==> src/rtl/ia_packet_loader_if.sv <==
// Bus bundle for ia_packet_loader: UART byte strobe in, committed register bank and status out.
// The slave modport is the loader's view; the master modport is the byte source / bank consumer.
interface ia_packet_loader_if #(
    parameter int NUM_WORDS = 27,
    parameter int WORD_W    = 16
);
    logic [7:0]                  rx_data;
    logic                        rx_valid;
    logic [NUM_WORDS*WORD_W-1:0] words_out;
    logic                        pc_data_ready;
    logic                        busy;
    logic                        err_checksum;
    logic                        err_timeout;
    logic [7:0]                  frame_count;

    modport master (
        output rx_data,
        output rx_valid,
        input  words_out,
        input  pc_data_ready,
        input  busy,
        input  err_checksum,
        input  err_timeout,
        input  frame_count
    );

    modport slave (
        input  rx_data,
        input  rx_valid,
        output words_out,
        output pc_data_ready,
        output busy,
        output err_checksum,
        output err_timeout,
        output frame_count
    );
endinterface

==> src/rtl/ia_packet_loader.sv <==
// Sync-framed byte-to-word loader with atomic commit into the vertex-shader register bank.
// Optional trailing XOR checksum byte is enabled by defining IA_CHECKSUM_EN.
//
// state   | meaning
// S_IDLE  | discard bytes until SYNC_BYTE
// S_LOAD  | assemble payload bytes into the shadow buffer
// S_CHECK | compare the trailing byte with the running XOR (IA_CHECKSUM_EN only)
module ia_packet_loader #(
    parameter int         NUM_WORDS   = 27,
    parameter int         WORD_W      = 16,
    parameter logic [7:0] SYNC_BYTE   = 8'hA5,
    parameter int         TIMEOUT_CYC = 50000
) (
    input logic             clk,
    input logic             reset,
    ia_packet_loader_if.slave bus
);
    localparam int BPW         = WORD_W / 8;
    localparam int TOTAL_BYTES = NUM_WORDS * BPW;
    localparam int DATA_W      = NUM_WORDS * WORD_W;
    localparam int CNT_W       = (TOTAL_BYTES > 1) ? $clog2(TOTAL_BYTES) : 1;
    localparam int TO_W        = $clog2(TIMEOUT_CYC + 1);

`ifdef IA_CHECKSUM_EN
    typedef enum logic [1:0] {
        S_IDLE  = 2'd0,
        S_LOAD  = 2'd1,
        S_CHECK = 2'd2
    } state_t;
`else
    typedef enum logic [1:0] {
        S_IDLE  = 2'd0,
        S_LOAD  = 2'd1
    } state_t;
`endif

    state_t              state_q, state_d;
    logic [CNT_W-1:0]    cnt_q;
    logic [TO_W-1:0]     to_q;
    logic [DATA_W-1:0]   shadow_q, shadow_d;
    logic [DATA_W-1:0]   words_q;
    logic [7:0]          frame_cnt_q;
    logic                ready_q, busy_q, err_to_q;

    logic                clear_frame, load_byte, commit, timeout;
    logic                last_byte, to_expire;

`ifdef IA_CHECKSUM_EN
    logic [7:0]          xor_q;
    logic                reject;
    logic                err_cks_q;
`endif

    assign last_byte = (cnt_q == CNT_W'(TOTAL_BYTES - 1));
    // Expires on the idle cycle that would bring the count to TIMEOUT_CYC.
    assign to_expire = (to_q == TO_W'(TIMEOUT_CYC - 1));

    always_comb begin
        state_d     = state_q;
        clear_frame = 1'b0;
        load_byte   = 1'b0;
        commit      = 1'b0;
        timeout     = 1'b0;
`ifdef IA_CHECKSUM_EN
        reject      = 1'b0;
`endif
        case (state_q)
            S_IDLE: begin
                if (bus.rx_valid && (bus.rx_data == SYNC_BYTE)) begin
                    clear_frame = 1'b1;
                    state_d     = S_LOAD;
                end
            end
            S_LOAD: begin
                if (bus.rx_valid) begin
                    load_byte = 1'b1;
                    if (last_byte) begin
`ifdef IA_CHECKSUM_EN
                        state_d = S_CHECK;
`else
                        commit  = 1'b1;
                        state_d = S_IDLE;
`endif
                    end
                end else if (to_expire) begin
                    timeout = 1'b1;
                    state_d = S_IDLE;
                end
            end
`ifdef IA_CHECKSUM_EN
            S_CHECK: begin
                if (bus.rx_valid) begin
                    if (bus.rx_data == xor_q) begin
                        commit = 1'b1;
                    end else begin
                        reject = 1'b1;
                    end
                    state_d = S_IDLE;
                end else if (to_expire) begin
                    timeout = 1'b1;
                    state_d = S_IDLE;
                end
            end
`endif
            default: state_d = S_IDLE;
        endcase
    end

    // Byte cnt lands at bit cnt*8: word cnt/BPW, lane cnt%BPW, LSB first.
    always_comb begin
        shadow_d = shadow_q;
        if (load_byte) begin
            for (int i = 0; i < TOTAL_BYTES; i++) begin
                if (cnt_q == CNT_W'(i)) begin
                    shadow_d[i*8 +: 8] = bus.rx_data;
                end
            end
        end
    end

    always_ff @(posedge clk) begin
        if (reset) begin
            state_q     <= S_IDLE;
            cnt_q       <= '0;
            to_q        <= '0;
            shadow_q    <= '0;
            words_q     <= '0;
            frame_cnt_q <= '0;
            ready_q     <= 1'b0;
            busy_q      <= 1'b0;
            err_to_q    <= 1'b0;
        end else begin
            state_q  <= state_d;
            shadow_q <= shadow_d;

            if (clear_frame) begin
                cnt_q <= '0;
            end else if (load_byte) begin
                cnt_q <= cnt_q + 1'b1;
            end

            if ((state_q == S_IDLE) || bus.rx_valid || timeout) begin
                to_q <= '0;
            end else begin
                to_q <= to_q + 1'b1;
            end

            if (commit) begin
                words_q     <= shadow_d;
                frame_cnt_q <= frame_cnt_q + 8'd1;
            end

            ready_q  <= commit;
            err_to_q <= timeout;
            busy_q   <= (state_d != S_IDLE);
        end
    end

`ifdef IA_CHECKSUM_EN
    always_ff @(posedge clk) begin
        if (reset) begin
            xor_q     <= '0;
            err_cks_q <= 1'b0;
        end else begin
            if (clear_frame) begin
                xor_q <= '0;
            end else if (load_byte) begin
                xor_q <= xor_q ^ bus.rx_data;
            end
            err_cks_q <= reject;
        end
    end

    assign bus.err_checksum = err_cks_q;
`else
    assign bus.err_checksum = 1'b0;
`endif

    assign bus.words_out     = words_q;
    assign bus.pc_data_ready = ready_q;
    assign bus.busy          = busy_q;
    assign bus.err_timeout   = err_to_q;
    assign bus.frame_count   = frame_cnt_q;
endmodule

==> src/flat_wrapper.sv <==
// flat-port wrapper written by rule: the top's interface ports become plain ports
module ia_packet_loader_flat 
#(
    parameter int         NUM_WORDS   = 27,
    parameter int         WORD_W      = 16,
    parameter logic [7:0] SYNC_BYTE   = 8'hA5,
    parameter int         TIMEOUT_CYC = 50000
)
  (clk, reset, bus_rx_data, bus_rx_valid, bus_words_out, bus_pc_data_ready, bus_busy, bus_err_checksum, bus_err_timeout, bus_frame_count);
  ia_packet_loader_if #(.NUM_WORDS(NUM_WORDS), .WORD_W(WORD_W)) bus_i ();
  input logic clk;
  input logic reset;
  input wire logic [$bits(bus_i.rx_data)-1:0] bus_rx_data;
  input wire logic [$bits(bus_i.rx_valid)-1:0] bus_rx_valid;
  output wire logic [$bits(bus_i.words_out)-1:0] bus_words_out;
  output wire logic [$bits(bus_i.pc_data_ready)-1:0] bus_pc_data_ready;
  output wire logic [$bits(bus_i.busy)-1:0] bus_busy;
  output wire logic [$bits(bus_i.err_checksum)-1:0] bus_err_checksum;
  output wire logic [$bits(bus_i.err_timeout)-1:0] bus_err_timeout;
  output wire logic [$bits(bus_i.frame_count)-1:0] bus_frame_count;
  assign bus_i.rx_data = bus_rx_data;
  assign bus_i.rx_valid = bus_rx_valid;
  assign bus_words_out = bus_i.words_out;
  assign bus_pc_data_ready = bus_i.pc_data_ready;
  assign bus_busy = bus_i.busy;
  assign bus_err_checksum = bus_i.err_checksum;
  assign bus_err_timeout = bus_i.err_timeout;
  assign bus_frame_count = bus_i.frame_count;
  ia_packet_loader #(.NUM_WORDS(NUM_WORDS), .WORD_W(WORD_W), .SYNC_BYTE(SYNC_BYTE), .TIMEOUT_CYC(TIMEOUT_CYC)) u_core (.clk(clk), .reset(reset), .bus(bus_i));
endmodule
==> config.mk <==
export PLATFORM = sky130hd
export DESIGN_NAME = ia_packet_loader_flat
export DESIGN_NICKNAME = d
export VERILOG_FILES = /design/src/rtl/ia_packet_loader_if.sv /design/src/rtl/ia_packet_loader.sv /design/src/flat_wrapper.sv
export SDC_FILE = /design/constraint.sdc
export NUM_CORES = 1
export LEC_CHECK = 0
export BUFFER_PORTS_ARGS = -buffer_cell sky130_fd_sc_hd__clkbuf_2
export CAP_MARGIN = 25
export CORE_UTILIZATION = 55
export CTS_CLUSTER_SIZE = 25
export DETAILED_ROUTE_END_ITERATION = 16
export PLACE_DENSITY = 0.77
export SLEW_MARGIN = 20
export SYNTH_ARGS = -nofsm -noshare
export SYNTH_HDL_FRONTEND = slang
export SYNTH_SLANG_ARGS = --single-unit
export TNS_END_PERCENT = 100
==> constraint.sdc <==
create_clock -name clk -period 3 [get_ports clk]
set_input_delay 0.15 -clock clk [delete_from_list [all_inputs] [get_ports clk]]
set_output_delay 0.15 -clock clk [all_outputs]
set_load 0.005 [all_outputs]
* After elaboration in Yosys (flattened, before gate mapping)
Index checks and enable logic that the tools add are counted.
Storage, ports and cells: bits in registers 899, output and inout bits 444
Operators by class: add/subtract/negate cells 3, equal/unequal tests 56, mux-type cells 70, reduce and logical (&&, ||, !) cells 8
Operator list (count):
- 2-to-1 mux 432 bit | 1
- 2-to-1 mux 8 bit | 54
- equality test 6 bit, second input constant | 22
- equality test 6 x 5 -> 1 bit, second input constant | 16
- equality test 6 x 4 -> 1 bit, second input constant | 8
- equality test 6 x 3 -> 1 bit, second input constant | 4
- adder 16 x 1 -> 16 bit, second input constant | 1
- equality test 16 bit, second input constant | 1
- equality test 6 x 2 -> 1 bit, second input constant | 2
- 2-to-1 mux 1 bit | 10
- adder 8 x 1 -> 8 bit, second input constant | 1
- equality test 8 bit, second input constant | 1
- 2-to-1 mux 2 bit | 4
- adder 6 x 1 -> 6 bit, second input constant | 1
- equality test 6 x 1 -> 1 bit, second input constant | 1
- logical NOT 6 bit | 1
- one-hot mux 2 bit (2 select lines) | 1
- OR reduction 2 bit | 2
- equality test 2 x 1 -> 1 bit, second input constant | 1
- logical NOT 2 bit | 1
- logical OR 1 bit | 2
- nonzero test 2 bit | 1
- logical AND 1 bit | 1

* Logic depth before layout (Yosys ltp)
depth in word-level cells 6, gate-level depth with buffers 10, gate-level depth less buffers 6

* Worst setup path before layout
No wires, ideal clock.
path kind flip-flop to flip-flop, start point register u_core.cnt_q[1], end point register u_core.frame_cnt_q[5], in the netlist u_core.bus.frame_count[5], setup time 0.070 ns, data arrival time 1.994 ns, required time 2.930 ns, setup slack 0.935 ns, stages on the path, launching flop included 9, cells stage by stage dfxtp_1 -> inv_1 -> ha_1 -> buf_2 -> nand2_2 -> or3_1 -> clkbuf_1 -> or4_1 -> a21oi_1
Between the ends: longest elaborated chain between the ends 4
Ends and longest elaborated chain:
- from (decl) | RTL line ia_packet_loader.sv:38 | logic [CNT_W-1:0] cnt_q;
- from (signal assigned) | RTL line ia_packet_loader.sv:139 | cnt_q <= cnt_q + 1'b1;
- equality test 6 bit | RTL line ia_packet_loader.sv:54 | assign last_byte = (cnt_q == CNT_W'(TOTAL_BYTES - 1));
- 2-to-1 mux 1 bit | RTL line ia_packet_loader.sv:77 | if (last_byte) begin
- 2-to-1 mux 1 bit | RTL line ia_packet_loader.sv:75 | if (bus.rx_valid) begin
- 2-to-1 mux 1 bit | RTL line ia_packet_loader.sv:67 | case (state_q)
- to (signal assigned) | RTL line ia_packet_loader.sv:150 | frame_cnt_q <= frame_cnt_q + 8'd1;
- to (decl) | RTL line ia_packet_loader.sv:42 | logic [7:0] frame_cnt_q;
Every way passes these cells. A chain may end at the register's enable or synchronous reset.

* Worst setup path in the final report
start point register u_core.cnt_q[1], end point register u_core.words_q[122], in the netlist u_core.bus.words_out[122]
Between the ends: longest elaborated chain between the ends 4, elaborated cells on any way between the ends 7
Ends and longest elaborated chain:
- equality test 6 bit | RTL line ia_packet_loader.sv:54
- 2-to-1 mux 1 bit | RTL line ia_packet_loader.sv:77
- 2-to-1 mux 1 bit | RTL line ia_packet_loader.sv:75
- 2-to-1 mux 1 bit | RTL line ia_packet_loader.sv:67
- to (signal assigned) | RTL line ia_packet_loader.sv:149 | words_q <= shadow_d;
- to (decl) | RTL line ia_packet_loader.sv:41 | logic [DATA_W-1:0] words_q;
Several ways; a longest one is shown, not always the timed one.

==> results.md <==
Clock tree:
- The clock passes through at most 3 buffers.
- Clock-pin slew was measured on the worst setup and hold paths at around 0.070 ns.
- The total number of clock tree sinks is 891.
- The post-CTS repair timing setup buffer count is 0.
- The clock root buffer is sky130_fd_sc_hd__clkbuf_16.
- The insertion delay to the later sink of the worst-skew pair is ~0.64 ns.
- The number of clock buffers added by TritonCTS is 88.
- The H-tree was split into 3 levels.
- TritonCTS built the clock tree.

STA:
- The total count of hold-check failures in the final report is 0.
- The worst path in the final design needs a cycle of around 2.6 ns, including I/O delays and setup.
- The worst path meets setup with 0.4270 ns of slack.
- For the pin with the worst max-slew slack, the measured transition is 1.061 ns.
- Static timing analysis puts the maximum clock frequency at between 0.3 and 0.4 GHz.
- For the final database, setup skew stands at ~0.016 ns.
- Setup total negative slack on the finished layout was measured at 0 ns.
- Setup violations remaining at the end of the flow were counted as 0.
- The number of max-slew violations in the final report is 0.
- Headroom to the max-slew limit came out at 0.2925.
- Setup repair after global routing left no endpoint under its margin.
- Across all hold checks on the routed design, the worst slack comes to roughly 0.075 ns.
- The final period utilization is 0.8577.

Power:
- The overall power is 24.41 mW.
- The maximum VDD drop is 523.9 uV.
- Dividing total power by cell area gives a power density of around 640 nW/um2.
- The leakage component of the power is between 10 and 15 nW.

Routing:
- The final routed wirelength across all metal layers is 84.74 mm.
- Across all layers, the routed design uses around 25000 vias.
- For this run, design rule violations remaining after detail routing come to 0.
- After the first detailed-routing iteration, the DRC count stood at between 1500 and 2000.
- For this run, the detailed router's first-pass iteration total came to 5.
- The mean number of vias per cell is 5.503.
- Once detail routing completed, the nets flagged for antenna violations numbered 0.
- After detailed routing, the average wire length per cell comes to about 18 um.

Die:
- The die width is about 240 um.
- The floorplan die area is roughly 60000 um2.
- Row generation in the floorplan step produced 88 rows.
- The initial core utilization is 0.5581.
- The area of the placeable core is 57920 um2.
- The number of placed I/O pins is between 400 and 500.
- The overall die height is around 240 um.

Setup path:
- The critical path is of the flip-flop to flip-flop type.
- The worst setup path is launched from a flip-flop.
- The arrival time at the worst endpoint is roughly 3.1 ns.
- The maximum fanout count along the critical path is 130.
- The required time of the critical path is roughly 3.6 ns.
- The critical path capture point type is a flip-flop.

Synthesis:
- Counting distinct cell types in the post-synthesis netlist gives between 50 and 60.
- The most frequently used flop master after synthesis is sky130_fd_sc_hd__dfxtp_1.
- The fraction of synthesis flops using an asynchronous set or reset pin is 0.
- The synthesized netlist occupies a cell area of ~32000 um2.
- Dividing the synthesized area by the synthesized cell count gives approximately 9.4 um2.
- The number of synthesized flops with an enable pin is 0.
- The count of synthesis-stage warnings from yosys is 0.
- The flip-flop and latch count after synthesis is 891.
- The post-synthesis sequential area ratio is 0.5518.
- The synthesized netlist cell count is about 3400.

Placement:
- The placer congestion estimate is between 0.8 and 0.9.
- The cell area after placement is around 35000 um2.
- Summed over all nets, the half-perimeter wirelength after detailed placement is 52.83 mm.
- The number of cells in the design after placement is roughly 4400.
- The worst slack at placement is approximately 0.47 ns.
- The count of buffers added on input and output ports is ~450.

Finish:
- The final design instance area without fill is approximately 38000 um2.
- The final instance count without filler cells is about 4600.
- The final-stage net count is around 3800.
- The most frequent standard cell in the layout excluding fill and tap cells is sky130_fd_sc_hd__dfxtp_1.
- The utilization after layout is 0.6618.
- Leaving out fill and tap cells, the most frequent cells in the layout are sky130_fd_sc_hd__dfxtp_1 (891), sky130_fd_sc_hd__nor2_1 (592), sky130_fd_sc_hd__nand2_1 (529), sky130_fd_sc_hd__clkbuf_2 (444), sky130_fd_sc_hd__mux2i_1 (328).
- From synthesis to final layout, the design area changed by 18.57%.
- The share of cells above drive strength 1 is 0.2123.

Global routing:
- The global-route wire length before repair is about 130 mm.
- The via count of the first global-routing pass is 23210.
- The total routing usage reported by global routing is 0.2769.
- The pin count of the biggest net entering global routing is roughly 150.
- Global routing finished with a remaining overflow of 0.
- The number of antenna violations at the first check in global routing is 1.

Min path:
- The worst hold path class is input port to flip-flop.

Run:
- The tool flagged a number of max-cap violations equal to 0.

Outcome:
- The flow ran to the end, and the final reports show no timing, DRC or antenna violations.
## path summary, 6_finish.rpt
check,from,endpoint,slack (ns),cells after the start
hold / removal,reset,u_core.shadow_q[116],0.07,2
setup / recovery,u_core.cnt_q[1],u_core.bus.words_out[122],0.43,8
setup reg to reg,u_core.cnt_q[1],u_core.bus.words_out[122],0.43,8
hold reg to reg,u_core.shadow_q[208],u_core.shadow_q[208],0.45,2
## cell families after synthesis
| family | share of synthesized area |
|---|---|
| xor+xnor | 0.005419 |
| flops | 0.5518 |
| simple gates | 0.1797 |
| fa+ha+maj | 0.002322 |
| other cells | 0.0001160 |
| buf+inv | 0.03983 |
| compound gates | 0.1192 |
| mux | 0.1016 |
## metal layers
layer | vias up | wire [um] | share of wire | GRT usage
met5 | - | 0 | 0 | 0
met4 | 0 | 2956 | 0.035 | 0.1099
met3 | 170 | 5644 | 0.067 | 0.04774
met2 | 834 | 39610 | 0.47 | 0.4433
met1 | 12020 | 36530 | 0.43 | 0.3715
li1 | 12230 | - | - | -
## critical path, stage by stage, from the launching register on
cell and delay, ns:
sky130_fd_sc_hd__dfxtp_1 0.35, sky130_fd_sc_hd__inv_1 0.11, sky130_fd_sc_hd__ha_1 0.40, sky130_fd_sc_hd__nand3b_1 0.20, sky130_fd_sc_hd__nor3_2 0.32, sky130_fd_sc_hd__buf_12 0.24, sky130_fd_sc_hd__buf_12 0.45, sky130_fd_sc_hd__nor2_1 0.12
sky130_fd_sc_hd__a211oi_1 0.24
## what timing repair did
action,in CTS,in global routing
endpoints found under the setup margin,0,0
hold endpoints to repair,16,0
gates resized for setup,0,0
hold buffers,3,0
## state kept, by name (all words and copies together) (netlist names)
register / count
u_core.bus.words_out: 432
u_core.shadow_q: 424
u_core.to_q: 16
u_core.bus.frame_count: 8
u_core.cnt_q: 6
u_core.state_q: 2
u_core.bus.busy: 1
u_core.bus.err_timeout: 1
u_core.bus.pc_data_ready: 1
## synthesized netlist by cell type (3+ instances only)
cell / count / area [um2]
sky130_fd_sc_hd__inv_1: 6 / 22.52
sky130_fd_sc_hd__buf_2: 66 / 330.3
sky130_fd_sc_hd__nor3_1: 12 / 60.06
sky130_fd_sc_hd__nand4_1: 16 / 100.1
sky130_fd_sc_hd__a211oi_2: 89 / 1114
sky130_fd_sc_hd__xnor2_1: 14 / 122.6
sky130_fd_sc_hd__clkbuf_1: 203 / 762.0
sky130_fd_sc_hd__and3_1: 5 / 31.28
sky130_fd_sc_hd__buf_1: 14 / 52.55
sky130_fd_sc_hd__dfxtp_1: 891 / 17840
sky130_fd_sc_hd__mux2i_1: 328 / 3283
sky130_fd_sc_hd__nand2_1: 529 / 1986
sky130_fd_sc_hd__o31ai_1: 5 / 37.54
sky130_fd_sc_hd__or3_1: 10 / 62.56
sky130_fd_sc_hd__buf_4: 10 / 75.07
sky130_fd_sc_hd__ha_1: 6 / 75.07
sky130_fd_sc_hd__xor2_1: 6 / 52.55
sky130_fd_sc_hd__nor3_2: 3 / 30.03
sky130_fd_sc_hd__nor4_2: 5 / 62.56
sky130_fd_sc_hd__a211oi_1: 161 / 1209
sky130_fd_sc_hd__nor4b_1: 3 / 26.28
sky130_fd_sc_hd__nand3_2: 9 / 90.09
sky130_fd_sc_hd__nand4_2: 4 / 50.05
sky130_fd_sc_hd__nor4_1: 7 / 43.79
sky130_fd_sc_hd__nand3_1: 78 / 390.4
sky130_fd_sc_hd__nand2b_1: 5 / 31.28
sky130_fd_sc_hd__nor4_4: 5 / 106.4
sky130_fd_sc_hd__buf_6: 4 / 45.04
sky130_fd_sc_hd__nor2_1: 592 / 2222
sky130_fd_sc_hd__nor2b_1: 8 / 50.05
sky130_fd_sc_hd__or4_1: 6 / 45.04
sky130_fd_sc_hd__nor3_4: 12 / 195.2
sky130_fd_sc_hd__a21oi_1: 296 / 1481
## where the power goes
group          switching (mW)  internal, mW
registers             0.00257          11.8
logic                   0.372        0.0758
clock network            4.72          7.41
total                    5.09          19.3
## layout make-up
| cell class | count | area (um2) |
|---|---|---|
| Clock buffer | 121 | 2569 |
| Tap cell | 765 | 957.2 |
| Clock inverter | 41 | 670.6 |
| Sequential cell | 891 | 17840 |
| Inverter | 6 | 22.52 |
| Antenna cell | 1 | 2.502 |
| Multi-Input combinational cell | 2241 | 13220 |
| Timing Repair Buffer | 524 | 3048 |
| Fill cell | 4591 | 19590 |
Note: power is estimated with default switching activity, not from simulation.
